`config.mk`:
```
export PLATFORM = sky130hd
export DESIGN_NAME = pwm_multi_ctrl
export DESIGN_NICKNAME = d
export VERILOG_FILES = /design/src/rtl/pwm_multi_pkg.sv /design/src/rtl/pwm_multi_ch.sv /design/src/rtl/pwm_multi_ctrl.sv
export SDC_FILE = /design/constraint.sdc
export NUM_CORES = 1
export LEC_CHECK = 0
export CORE_MARGIN = 4
export CORE_UTILIZATION = 59
export CTS_BUF_LIST = sky130_fd_sc_hd__clkbuf_16
export DETAILED_ROUTE_END_ITERATION = 7
export PLACE_DENSITY_LB_ADDON = 0.2
export SYNTH_ARGS = -nofsm -noshare
export SYNTH_HDL_FRONTEND = slang
export SYNTH_HIERARCHICAL = 1
export SYNTH_SLANG_ARGS = --single-unit
```
`constraint.sdc`:
```
create_clock -name iClk -period 2.7 [get_ports iClk]
set_input_delay 0.405 -clock iClk [delete_from_list [all_inputs] [get_ports iClk]]
set_output_delay 0.405 -clock iClk [all_outputs]
set_load 0.02 [all_outputs]
```
`src/rtl/pwm_multi_pkg.sv`:
```
// Shared constants for the multi-channel PWM peripheral: register word
// addresses and the bit positions inside the CTRL register.
package pwm_multi_pkg;

    localparam int ADDR_CTRL   = 0;
    localparam int ADDR_PRESC  = 1;
    localparam int ADDR_PERIOD = 2;
    localparam int ADDR_STATUS = 3;
    localparam int ADDR_DUTY0  = 4;

    localparam int CTRL_EN     = 0;
    localparam int CTRL_IRQ_EN = 1;
    localparam int CTRL_POL0   = 2;

endpackage

```
`src/rtl/pwm_multi_ch.sv`:
```
// One PWM channel: active duty copy that reloads from the bus register on a
// shadow-load pulse, plus the registered compare-and-polarity output.
module pwm_multi_ch #(
    parameter int CNT_W = 16
) (
    input  logic             iClk,
    input  logic             iReset_n,
    input  logic             en,
    input  logic             load,
    input  logic [CNT_W-1:0] duty_bus,
    input  logic [CNT_W-1:0] cnt,
    input  logic             pol,
    output logic             pwm
);

    logic [CNT_W-1:0] duty_act_q, duty_act_d;
    logic             pwm_q, pwm_d;

    // While disabled the compare term is forced off so the pin rests at pol.
    always_comb begin
        duty_act_d = load ? duty_bus : duty_act_q;
        pwm_d      = (en && (cnt < duty_act_q)) ^ pol;
    end

    always_ff @(posedge iClk or negedge iReset_n) begin
        if (!iReset_n) begin
            duty_act_q <= '0;
            pwm_q      <= 1'b0;
        end else begin
            duty_act_q <= duty_act_d;
            pwm_q      <= pwm_d;
        end
    end

    assign pwm = pwm_q;

endmodule

```
`src/rtl/pwm_multi_ctrl.sv`:
```
// Bus-mapped multi-channel PWM: register file, shared prescaler and period
// counter, wrap/IRQ status, and NUM_CH shadowed compare channels.
module pwm_multi_ctrl
    import pwm_multi_pkg::*;
#(
    parameter int NUM_CH  = 4,
    parameter int CNT_W   = 16,
    parameter int PRESC_W = 8,
    parameter int ADDR_W  = 4
) (
    input  logic              iClk,
    input  logic              iReset_n,
    input  logic              iChipselect_n,
    input  logic              iWrite_n,
    input  logic              iRead_n,
    input  logic [ADDR_W-1:0] iAddress,
    input  logic [31:0]       iData,
    output logic [31:0]       oData,
    output logic              oIrq,
    output logic [NUM_CH-1:0] oPwm
);

    logic                          wr_en, rd_en;
    logic                          en, irq_en;
    logic [NUM_CH-1:0]             pol;
    logic                          tick, wrap_evt, shadow_load;

    logic [NUM_CH+1:0]             ctrl_q, ctrl_d;
    logic [PRESC_W-1:0]            presc_q, presc_d;
    logic [CNT_W-1:0]              period_q, period_d;
    logic                          wrap_q, wrap_d;
    logic [NUM_CH-1:0][CNT_W-1:0]  duty_q, duty_d;
    logic [PRESC_W-1:0]            presc_cnt_q, presc_cnt_d;
    logic [CNT_W-1:0]              cnt_q, cnt_d;
    logic [CNT_W-1:0]              period_act_q, period_act_d;
    logic [31:0]                   rdata_q, rdata_d;

    // Registers narrower than the bus ignore the upper data bits.
    logic unused_data;
    assign unused_data = ^iData;

    assign wr_en  = !iChipselect_n && !iWrite_n;
    assign rd_en  = !iChipselect_n && !iRead_n && iWrite_n;
    assign en     = ctrl_q[CTRL_EN];
    assign irq_en = ctrl_q[CTRL_IRQ_EN];
    assign pol    = ctrl_q[CTRL_POL0 +: NUM_CH];

    // Prescaler and period counter; both rest at zero while disabled.
    always_comb begin
        tick         = en && (presc_cnt_q >= presc_q);
        wrap_evt     = tick && (cnt_q == period_act_q);
        shadow_load  = !en || wrap_evt;
        presc_cnt_d  = (!en || tick) ? '0 : presc_cnt_q + PRESC_W'(1);
        cnt_d        = cnt_q;
        if (!en || wrap_evt)
            cnt_d = '0;
        else if (tick)
            cnt_d = cnt_q + CNT_W'(1);
        period_act_d = shadow_load ? period_q : period_act_q;
    end

    // A wrap on the same edge as a clear-write keeps the flag set.
    always_comb begin
        ctrl_d   = ctrl_q;
        presc_d  = presc_q;
        period_d = period_q;
        duty_d   = duty_q;
        wrap_d   = wrap_q;
        if (wr_en) begin
            if (iAddress == ADDR_W'(ADDR_CTRL))
                ctrl_d = iData[NUM_CH+1:0];
            if (iAddress == ADDR_W'(ADDR_PRESC))
                presc_d = iData[PRESC_W-1:0];
            if (iAddress == ADDR_W'(ADDR_PERIOD))
                period_d = iData[CNT_W-1:0];
            if (iAddress == ADDR_W'(ADDR_STATUS) && iData[0])
                wrap_d = 1'b0;
            for (int k = 0; k < NUM_CH; k++) begin
                if (iAddress == ADDR_W'(ADDR_DUTY0 + k))
                    duty_d[k] = iData[CNT_W-1:0];
            end
        end
        if (wrap_evt)
            wrap_d = 1'b1;
    end

    always_comb begin
        rdata_d = rdata_q;
        if (rd_en) begin
            rdata_d = '0;
            if (iAddress == ADDR_W'(ADDR_CTRL))
                rdata_d[NUM_CH+1:0] = ctrl_q;
            if (iAddress == ADDR_W'(ADDR_PRESC))
                rdata_d[PRESC_W-1:0] = presc_q;
            if (iAddress == ADDR_W'(ADDR_PERIOD))
                rdata_d[CNT_W-1:0] = period_q;
            if (iAddress == ADDR_W'(ADDR_STATUS))
                rdata_d[0] = wrap_q;
            for (int k = 0; k < NUM_CH; k++) begin
                if (iAddress == ADDR_W'(ADDR_DUTY0 + k))
                    rdata_d[CNT_W-1:0] = duty_q[k];
            end
        end
    end

    always_ff @(posedge iClk or negedge iReset_n) begin
        if (!iReset_n) begin
            ctrl_q       <= '0;
            presc_q      <= '0;
            period_q     <= '0;
            wrap_q       <= 1'b0;
            duty_q       <= '0;
            presc_cnt_q  <= '0;
            cnt_q        <= '0;
            period_act_q <= '0;
            rdata_q      <= '0;
        end else begin
            ctrl_q       <= ctrl_d;
            presc_q      <= presc_d;
            period_q     <= period_d;
            wrap_q       <= wrap_d;
            duty_q       <= duty_d;
            presc_cnt_q  <= presc_cnt_d;
            cnt_q        <= cnt_d;
            period_act_q <= period_act_d;
            rdata_q      <= rdata_d;
        end
    end

    assign oData = rdata_q;
    assign oIrq  = wrap_q && irq_en;

    for (genvar k = 0; k < NUM_CH; k++) begin : g_ch
        pwm_multi_ch #(
            .CNT_W (CNT_W)
        ) u_ch (
            .iClk     (iClk),
            .iReset_n (iReset_n),
            .en       (en),
            .load     (shadow_load),
            .duty_bus (duty_q[k]),
            .cnt      (cnt_q),
            .pol      (pol[k]),
            .pwm      (oPwm[k])
        );
    end

endmodule

```
==> results of run 1 <==
==> cell families after synthesis <==
kind of cell / after synthesis / synth area share, %
fa+ha+maj: 70 / 7.91
mux: 122 / 12.6
compound gates: 212 / 12.9
other cells: 1 / 0.0339
xor+xnor: 26 / 2.06
simple gates: 210 / 9.56
flops: 219 / 49.5
buf+inv: 128 / 5.38
==> critical path: cells and delay by family, from the launching register on <==
kind,cells,cell delay [ns]
xor+xnor,1,0.19
compound gates,2,0.23
simple gates,3,0.65
buf+inv,3,0.82
flops,1,0.43
==> area by class of cell <==
class                      count  area [µm²]
clock buffer                  23         576
clock inverter                18        78.8
fill                        1367        5520
inverter                      74         278
multi-input combinational    656        5060
sequential                   219        5480
tap                          229         287
timing repair buffer          98         931
==> per-layer routing <==
metal  track usage [%]  routed length, µm  share of wire (%)
met5                 0                  0                  0
met4              7.08                646                2.3
met3              4.15               1820                6.5
met2              40.7              12600                 45
met1              41.0              13000                 46
==> metrics by stage <==
stage	util (%)	setup WS, ns
6_report	69.7	0.248
5_1_grt	69.7	0.148
4_1_cts	69.7	0.299
3_5_place_dp	66.1	0.271
3_3_place_gp	66.1	0.271
2_1_floorplan	-	0.457
==> state kept, by name (all words and copies together), names as in the netlist <==
| name | count |
|---|---|
| duty_q | 64 |
| g_ch.u_ch/duty_act_q | 64 |
| cnt_q | 16 |
| oData | 16 |
| period_act_q | 16 |
| period_q | 16 |
| presc_cnt_q | 8 |
| presc_q | 8 |
| ctrl_q | 6 |
| g_ch.u_ch/pwm | 4 |
| wrap_q | 1 |
==> power breakdown <==
| part | switching [mW] | internal, mW |
|---|---|---|
| Combinational | 1.31 | 1.08 |
| Sequential | 0.476 | 3.97 |
| Clock | 1.26 | 1.54 |
| Total | 3.05 | 6.59 |
==> synthesized netlist by cell type, types with 5 or more instances <==
master and number:
nand4_1 16, buf_1 9, o21ai_1 65, o21a_1 12, or3_1 8, and2_1 6
o21ai_0 19, a21o_1 8, inv_1 74, mux2_1 10, a221oi_1 6, or4_1 8
clkbuf_1 11, a222oi_1 12, nand2b_1 9, dfrtp_1 219, xor2_1 20, xnor2_1 6
o211ai_1 5, nor4_1 5, buf_2 10, buf_4 19, a21oi_1 34, a22o_1 6
nand3_1 12, a31oi_1 8, a22oi_1 15, nand2_1 98, mux2_2 107, ha_1 70
o31ai_1 10, nor2_1 27
==> path summary, 6_finish.rpt <==
check | endpoint | slack (ns) | cells past startpoint | startpoint
max | g_ch[2].u_ch/duty_act_q[1]$_DFFE_PN0P_ | 0.25 | 9 | period_act_q[14]$_DFFE_PN0P_
min | g_ch[2].u_ch/duty_act_q[11]$_DFFE_PN0P_ | 0.46 | 2 | iReset_n
max reg2reg | g_ch[2].u_ch/duty_act_q[1]$_DFFE_PN0P_ | 0.25 | 9 | period_act_q[14]$_DFFE_PN0P_
min reg2reg | oData[0]$_DFFE_PN0P_ | 0.49 | 2 | oData[0]$_DFFE_PN0P_
max in group asynchronous | duty_q[36]$_DFFE_PN0P_ | 1.49 | 3 | iReset_n
min in group iClk | oData[0]$_DFFE_PN0P_ | 0.49 | 2 | oData[0]$_DFFE_PN0P_
==> results.toml, run 1 <==
[status]
status = "finished, final reports clean"

[critical_path]
path_cells = "xor2_1, nor4_1, nand4_1, buf_4, o21ai_4, buf_12, buf_4, nand2_1, o21ai_1"
cp_data_required_time_ns = 3.13
cpPeakStageDelay_ns = 0.43
setup.worst_path.end_class = "register"
startpoint_type = "register"
critPathArrivalTime_ns = 2.88
cp_max_fo = 63
crit_type = "register to register"
crit_top_cell = "buf_4"
cp_slowest_cell = "dfrtp_1"

[timing]
fin_tns_setup_ns = 0
finalHoldViolations = 0
post-route-min-period_ns = 2.45
setup_violations = 0
hold_slack_ns = 0.461
worst_slew_pin_slew_ns = 0.619
clock.fmax_ghz = 0.408
finalCritPeriodShare_pct = 90.8
relSlewSlack_pct = 58.7
skew_ns = 0.0199
rsz0062_at_grt = "false"
drv_slew = 0

[grt]
grt.overflow.total = 0
grt_max_degree = 74
grt_antenna_before_repair = 0
grt_pass1_wl_mm = 45.1
first_global_vias = 7926
track_usage_pct = 26.9

[logic_synthesis]
ys_seq_area_share_pct = 49.5
avgSynthCellArea_um2 = 11.2
synth.distinct_cells = 53
syn_area_um2 = 11100
netlist_top_cells_area = "dfrtp_1 (50%), mux2_2 (11%), ha_1 (7.9%)"
ys_seq_elements = 219
synth_edf_count = 0
synthArstFlopShare_pct = 100
synth_warnings = 6
synth_top_cell_by_area = "dfrtp_1"
synth_cells = 988
netlist.area_leader.share_pct = 49.5
synthFlopType = "dfrtp_1"

[clock_tree]
post-cts-setup-buffers = 0
clk_pin_slew_ns = 0.06
cts.sinks = 219
cts_hold_buf = 1
worstSkewPairLatency_ns = 0.52
cts_buffers = 23
cts.path.max_buffers = 3
cts_root_buf = "clkbuf_16"
tritoncts = "built"
htree_num_levels = 1
cts_resized = 0

[detailed_routing]
drt_iter0_drc = 707
final_antenna_net_count = 0
first_pass_iters = 5
wl_per_cell_um = 21.3
viasPerCell = 6.05
drc = 0
vias = 7965
wl_mm = 28.1

[pwr]
power.total_mw = 9.64
peakVddDrop_uv = 592
pwr_density_cell_nw_per_um2 = 760
leakage_nw = 5.95

[layout]
final_common_cell = "dfrtp_1"
drive_above_1_share_pct = 19.3
final_nets = 1183
mostFrequentLayoutCells = "dfrtp_1 (219), mux2_2 (107), nand2_1 (98)"
stdcell_area_um2 = 12700
syn_to_final_growth_pct = 14.7
diodes = 0
final-instance-count-excl-fill = 1317

[worst_hold_path]
hp-class = "input port to async pin"

[job]
drv_cap = 0

[placement]
dp.cells = 1275
hpwl_mm = 20.3
portBuffers = 45
placed_area_um2 = 12000
routabilityCongestion = 0.883

[floorplanning]
ios = 78
coreArea_um2 = 18200
fp.dieArea_um2 = 21000
die-width_um = 145
num_rows = 49
start_util_pct = 60.8
die_y_um = 145
Note: power is estimated with default switching activity, not from simulation.
==> run 2, diff against run 1 <==
--- a/config.mk
+++ b/config.mk
@@ -6,8 +6,8 @@
 export NUM_CORES = 1
 export LEC_CHECK = 0
 export CORE_MARGIN = 4
-export CORE_UTILIZATION = 59
-export CTS_BUF_LIST = sky130_fd_sc_hd__clkbuf_16
+export CORE_UTILIZATION = 60
+export CTS_BUF_LIST = sky130_fd_sc_hd__clkbuf_2
 export DETAILED_ROUTE_END_ITERATION = 7
 export PLACE_DENSITY_LB_ADDON = 0.2
 export SYNTH_ARGS = -nofsm -noshare
==> run 2 against run 1 <==
Net effect: register-to-register slack better by 0.02 ns; largest cell class unchanged; critical endpoint is now g_ch[2].u_ch/duty_act_q[10]$_DFFE_PN0P_; fmax increased by 1.0%; largest power group unchanged; wire length shrank 1.9%; final area decreased by 1.1%; highest routed layer unchanged; sequential share of layout area grew 0.48 points; cell count up 3.9%; combinational power about the same.
==> results.toml, run 2 (synthesized netlist as in run 1, its figures left out) <==
[clock_tree]
cts_resized = 0
htree_num_levels = 2
cts_hold_buf = 1
tritoncts = "built"
cts_buffers = 55
worstSkewPairLatency_ns = 0.85
clk_pin_slew_ns = 0.12
cts_root_buf = "clkbuf_2"
post-cts-setup-buffers = 0
cts.path.max_buffers = 3
cts.sinks = 219

[timing]
rsz0062_at_grt = "false"
post-route-min-period_ns = 2.43
finalHoldViolations = 0
finalCritPeriodShare_pct = 89.9
fin_tns_setup_ns = 0
relSlewSlack_pct = 59.3
hold_slack_ns = 0.153
setup_ws_ns = 0.273
drv_slew = 0
worst_slew_pin_slew_ns = 0.611
clock.fmax_ghz = 0.412
skew_ns = 0.105
setup_violations = 0

[floorplanning]
num_rows = 49
die_y_um = 144
start_util_pct = 61.4
fp.dieArea_um2 = 20700
coreArea_um2 = 18000
die-width_um = 144
ios = 78

[detailed_routing]
drc = 0
final_antenna_net_count = 0
viasPerCell = 5.96
first_pass_iters = 5
wl_per_cell_um = 20.1
wl_mm = 27.6
drt_iter0_drc = 574
vias = 8165

[critical_path]
setup.worst_path.end_class = "register"
cpPeakStageDelay_ns = 0.41
worst-path-buf-inv = 3
startpoint_type = "register"
r2r_setup_slack_ns = 0.27
cp_slowest_cell = "dfrtp_1"
cp_data_required_time_ns = 3.37
cp_max_fo = 44
path_cells = "inv_1, ha_1, a211oi_2, o31ai_2, a211oi_4, o21ai_4, buf_12, buf_4, nand2_1, o21ai_1"
critPathArrivalTime_ns = 3.10
crit_type = "register to register"
crit_family = "compound AO/OA/AOI/OAI gates"

[status]
status = "finished, final reports clean"

[layout]
syn_to_final_growth_pct = 13.4
multi_input_area_um2 = 5060
mostFrequentLayoutCells = "dfrtp_1 (219), mux2_2 (107), nand2_1 (98)"
drive_above_1_share_pct = 23.4
reg_top3 = "duty_q (64), g_ch.u_ch/duty_act_q (64)"
seqCellArea_um2 = 5480
final_common_cell = "dfrtp_1"
fill_cells = 1382
final_nets = 1217
stdcell_area_um2 = 12600
final-instance-count-excl-fill = 1369

[job]
drv_cap = 0

[placement]
dp.cells = 1277
placed_area_um2 = 12100
portBuffers = 45
hpwl_mm = 20.2
routabilityCongestion = 0.886
dpl_worst_slack_ns = 0.229

[grt]
first_global_vias = 8246
grt_pass1_wl_mm = 44.6
track_usage_pct = 28.1
grt_antenna_before_repair = 1
grt_max_degree = 77
grt.overflow.total = 0

[pwr]
peakVddDrop_uv = 482
pwr_density_cell_nw_per_um2 = 718
leakage_nw = 5.98

[worst_hold_path]
hp-class = "input port to async pin"
## run 2: cell count changes in the layout (fill, tap and decap cells not counted), sizes merged
cell / change
clkbuf: +55
inv: -7
buf: +2
bufinv: +1
clkinv: -1
clkinvlp: +1
diode: +1
## run 2: area by class of cell
type	count	area share (%)
sequential	219	43.7
antenna	1	0.0199
clock buffer	78	3.11
timing repair buffer	100	7.73
inverter	74	2.21
clock inverter	12	0.658
tap	229	2.28
multi-input combinational	656	40.3
## run 2: worst register-to-register path, cell delays in order (launching register included)
cell and delay [ns]:
dfrtp_1 0.41, inv_1 0.06, ha_1 0.32, a211oi_2 0.08, o31ai_2 0.35, a211oi_4 0.11, o21ai_4 0.24, buf_12 0.25
buf_4 0.30, nand2_1 0.09, o21ai_1 0.09
## run 2: stage by stage
step	power [mW]	util, %
floorplan	5.95	-
global route	9.59	69.6
CTS	9.07	69.6
finish	9.01	69.6
global placement	6.77	67.0
detailed placement	6.88	67.0
## run 2: power breakdown
part | internal [mW] | switching [mW]
clock network | 0.868 | 1.31
logic | 1.09 | 1.31
registers | 3.96 | 0.465
## run 2: final timing paths
kind	start	endpoint	cells past startpoint
min in group iClk	iData[9]	duty_q[9]$_DFFE_PN0P_	2
worst max register to register	presc_q[4]$_DFFE_PN0P_	g_ch[2].u_ch/duty_act_q[10]$_DFFE_PN0P_	10
worst max-delay path	presc_q[4]$_DFFE_PN0P_	g_ch[2].u_ch/duty_act_q[10]$_DFFE_PN0P_	10
max in group asynchronous	iReset_n	g_ch[2].u_ch/pwm$_DFF_PN0_	3
worst min register to register	oData[2]$_DFFE_PN0P_	oData[2]$_DFFE_PN0P_	2
worst min-delay path	iReset_n	g_ch[1].u_ch/duty_act_q[1]$_DFFE_PN0P_	2
## run 2: per-layer routing
metal / vias up / routed length (µm) / track usage (%)
met2: 280 / 12300 / 42.2
met5: - / 0 / 0
li1: 3779 / - / -
met4: 0 / 519 / 7.83
met3: 41 / 2100 / 6.06
met1: 4065 / 12600 / 41.7
==> run 3, diff against run 2 <==
--- a/config.mk
+++ b/config.mk
@@ -9,7 +9,8 @@
 export CORE_UTILIZATION = 60
 export CTS_BUF_LIST = sky130_fd_sc_hd__clkbuf_2
 export DETAILED_ROUTE_END_ITERATION = 7
-export PLACE_DENSITY_LB_ADDON = 0.2
+export PLACE_DENSITY = 0.79
+export SLEW_MARGIN = 20
 export SYNTH_ARGS = -nofsm -noshare
 export SYNTH_HDL_FRONTEND = slang
 export SYNTH_HIERARCHICAL = 1
==> run 3 against run 2 <==
Net effect: die area unchanged; global-route usage decreased by 0.30 points; worst hold slack got worse by 0.017 ns; sequential power about the same; wire length barely moved; register-to-register slack worse by 0.09 ns; first-iteration DRC count is 32% higher; critical path type unchanged; clock skew shrank 0.045 ns.
==> results.toml, run 3 (synthesized netlist as in run 1, its figures left out) <==
[floorplanning]
die_y_um = 144
coreArea_um2 = 18000
ios = 78
fp.dieArea_um2 = 20700
num_rows = 49
die-width_um = 144
start_util_pct = 61.4

[detailed_routing]
wl_per_cell_um = 20.1
first_pass_iters = 6
final_antenna_net_count = 0
vias = 8195
drt_iter0_drc = 755
wl_mm = 27.6
drc = 0
viasPerCell = 5.98

[critical_path]
cp_max_fo = 59
startpoint_type = "register"
cp_slowest_cell = "dfrtp_1"
worst-path-buf-inv = 3
critPathArrivalTime_ns = 3.30
cp_data_required_time_ns = 3.48
crit_family = "buffers and inverters"
path_cells = "xor2_1, nor4_1, nand4_1, buf_4, o21ai_4, buf_12, buf_4, nand2_1, o21ai_1"
setup.worst_path.end_class = "register"
cpPeakStageDelay_ns = 0.50
crit_type = "register to register"
crit_top_cell = "buf_4"

[layout]
mostFrequentLayoutCells = "dfrtp_1 (218), mux2_2 (107), nand2_1 (98)"
final_core_util_pct = 69.6
drive_above_1_share_pct = 23.3
syn_to_final_growth_pct = 13.4
reg_top3 = "duty_q (64), g_ch.u_ch/duty_act_q (64)"
final_common_cell = "dfrtp_1"
final-instance-count-excl-fill = 1371
final_nets = 1219

[grt]
grt_antenna_before_repair = 1
grt.overflow.total = 0
grt_max_degree = 85
grt_pass1_wl_mm = 44.1
track_usage_pct = 27.8
first_global_vias = 8010

[timing]
finalCritPeriodShare_pct = 93.2
fin_tns_setup_ns = 0
clock.fmax_ghz = 0.397
relSlewSlack_pct = 56.9
skew_ns = 0.0595
setup_violations = 0
drv_slew = 0
worst_slew_pin_slew_ns = 0.647
finalHoldViolations = 0
rsz0062_at_grt = "false"
post-route-min-period_ns = 2.52

[status]
status = "finished, final reports clean"

[clock_tree]
clk_pin_slew_ns = 0.10
cts_buffers = 55
htree_num_levels = 2
cts.path.max_buffers = 3
cts.sinks = 219
cts_root_buf = "clkbuf_2"
tritoncts = "built"
worstSkewPairLatency_ns = 0.85

[pwr]
power.total_mw = 9.10
peakVddDrop_uv = 429
leakage_nw = 5.97
pwr_density_cell_nw_per_um2 = 725

[placement]
portBuffers = 45
routabilityCongestion = 0.897
hpwl_mm = 20.0
dp.cells = 1279

[worst_hold_path]
hp-class = "input port to async pin"

[job]
drv_cap = 0
==> run 3: cell types whose count changed in the layout (fill, tap and decap cells not counted), sizes merged <==
cell	change
clkbuf	-3
inv	-1
bufinv	+1
buf	+2
clkinv	+3
==> run 3: worst register-to-register path: stages (launching register included) <==
cell	delay [ns]
dfrtp_1	0.50
xor2_1	0.21
nor4_1	0.32
nand4_1	0.23
buf_4	0.22
o21ai_4	0.14
buf_12	0.29
buf_4	0.35
nand2_1	0.11
o21ai_1	0.09
==> run 3: metal layers <==
| metal | vias to the layer above | part of all wire [%] | wire length (µm) | global-route usage (%) |
|---|---|---|---|---|
| met3 | 48 | 8.8 | 2420 | 6.76 |
| met2 | 336 | 45 | 12400 | 41.1 |
| met1 | 4031 | 44 | 12100 | 41.1 |
| met5 | - | 0 | 0 | 0 |
| li1 | 3780 | - | - | - |
| met4 | 0 | 2.1 | 588 | 8.42 |
==> run 3: timing repair <==
| item | CTS | global route |
|---|---|---|
| gates resized for setup | 0 | 1 |
| setup endpoints to repair | 0 | 18 |
| endpoints found under the hold margin | 79 | 0 |
| hold buffers | 1 | 0 |
| buffers inserted | 0 | 0 |
==> run 3: path summary, 6_finish.rpt <==
| path | startpoint | end | slack, ns | cells after the start |
|---|---|---|---|---|
| setup / recovery | cnt_q[10]$_DFFE_PN0P_ | g_ch[0].u_ch/duty_act_q[11]$_DFFE_PN0P_ | 0.18 | 9 |
| hold / removal | iReset_n | g_ch[2].u_ch/duty_act_q[10]$_DFFE_PN0P_ | 0.14 | 2 |
| setup reg to reg | cnt_q[10]$_DFFE_PN0P_ | g_ch[0].u_ch/duty_act_q[11]$_DFFE_PN0P_ | 0.18 | 9 |
| hold reg to reg | oData[15]$_DFFE_PN0P_ | oData[15]$_DFFE_PN0P_ | 0.50 | 2 |
| max in group asynchronous | iReset_n | g_ch[1].u_ch/duty_act_q[2]$_DFFE_PN0P_ | 1.77 | 3 |
| min in group iClk | iData[8] | period_q[8]$_DFFE_PN0P_ | 0.31 | 2 |
==> run 3: cell type report <==
type | count | area (µm²)
Multi-Input combinational cell | 656 | 5060
Timing Repair Buffer | 102 | 948
Inverter | 74 | 278
Clock inverter | 15 | 115
Sequential cell | 219 | 5480
Antenna cell | 1 | 2.50
Fill cell | 1353 | 5480
Tap cell | 229 | 287
Clock buffer | 75 | 375
==> run 3: per-stage QoR <==
step | worst slack, ns | hold WS [ns] | instance area, µm²
finish | 0.184 | 0.136 | 12500
global route | 0.0126 | 0.148 | 12500
CTS | 0.192 | 0.123 | 12500
detailed placement | 0.178 | 0.459 | 12000
global placement | 0.244 | 0.454 | 12000
floorplan | 0.457 | 0.109 | 11100
==> run 3: power breakdown <==
part           leakage, nW  total [mW]  switching (mW)  internal (mW)
logic                 2.78        2.40            1.32           1.09
registers             2.83        4.43           0.466           3.96
clock network        0.363        2.27            1.33          0.934
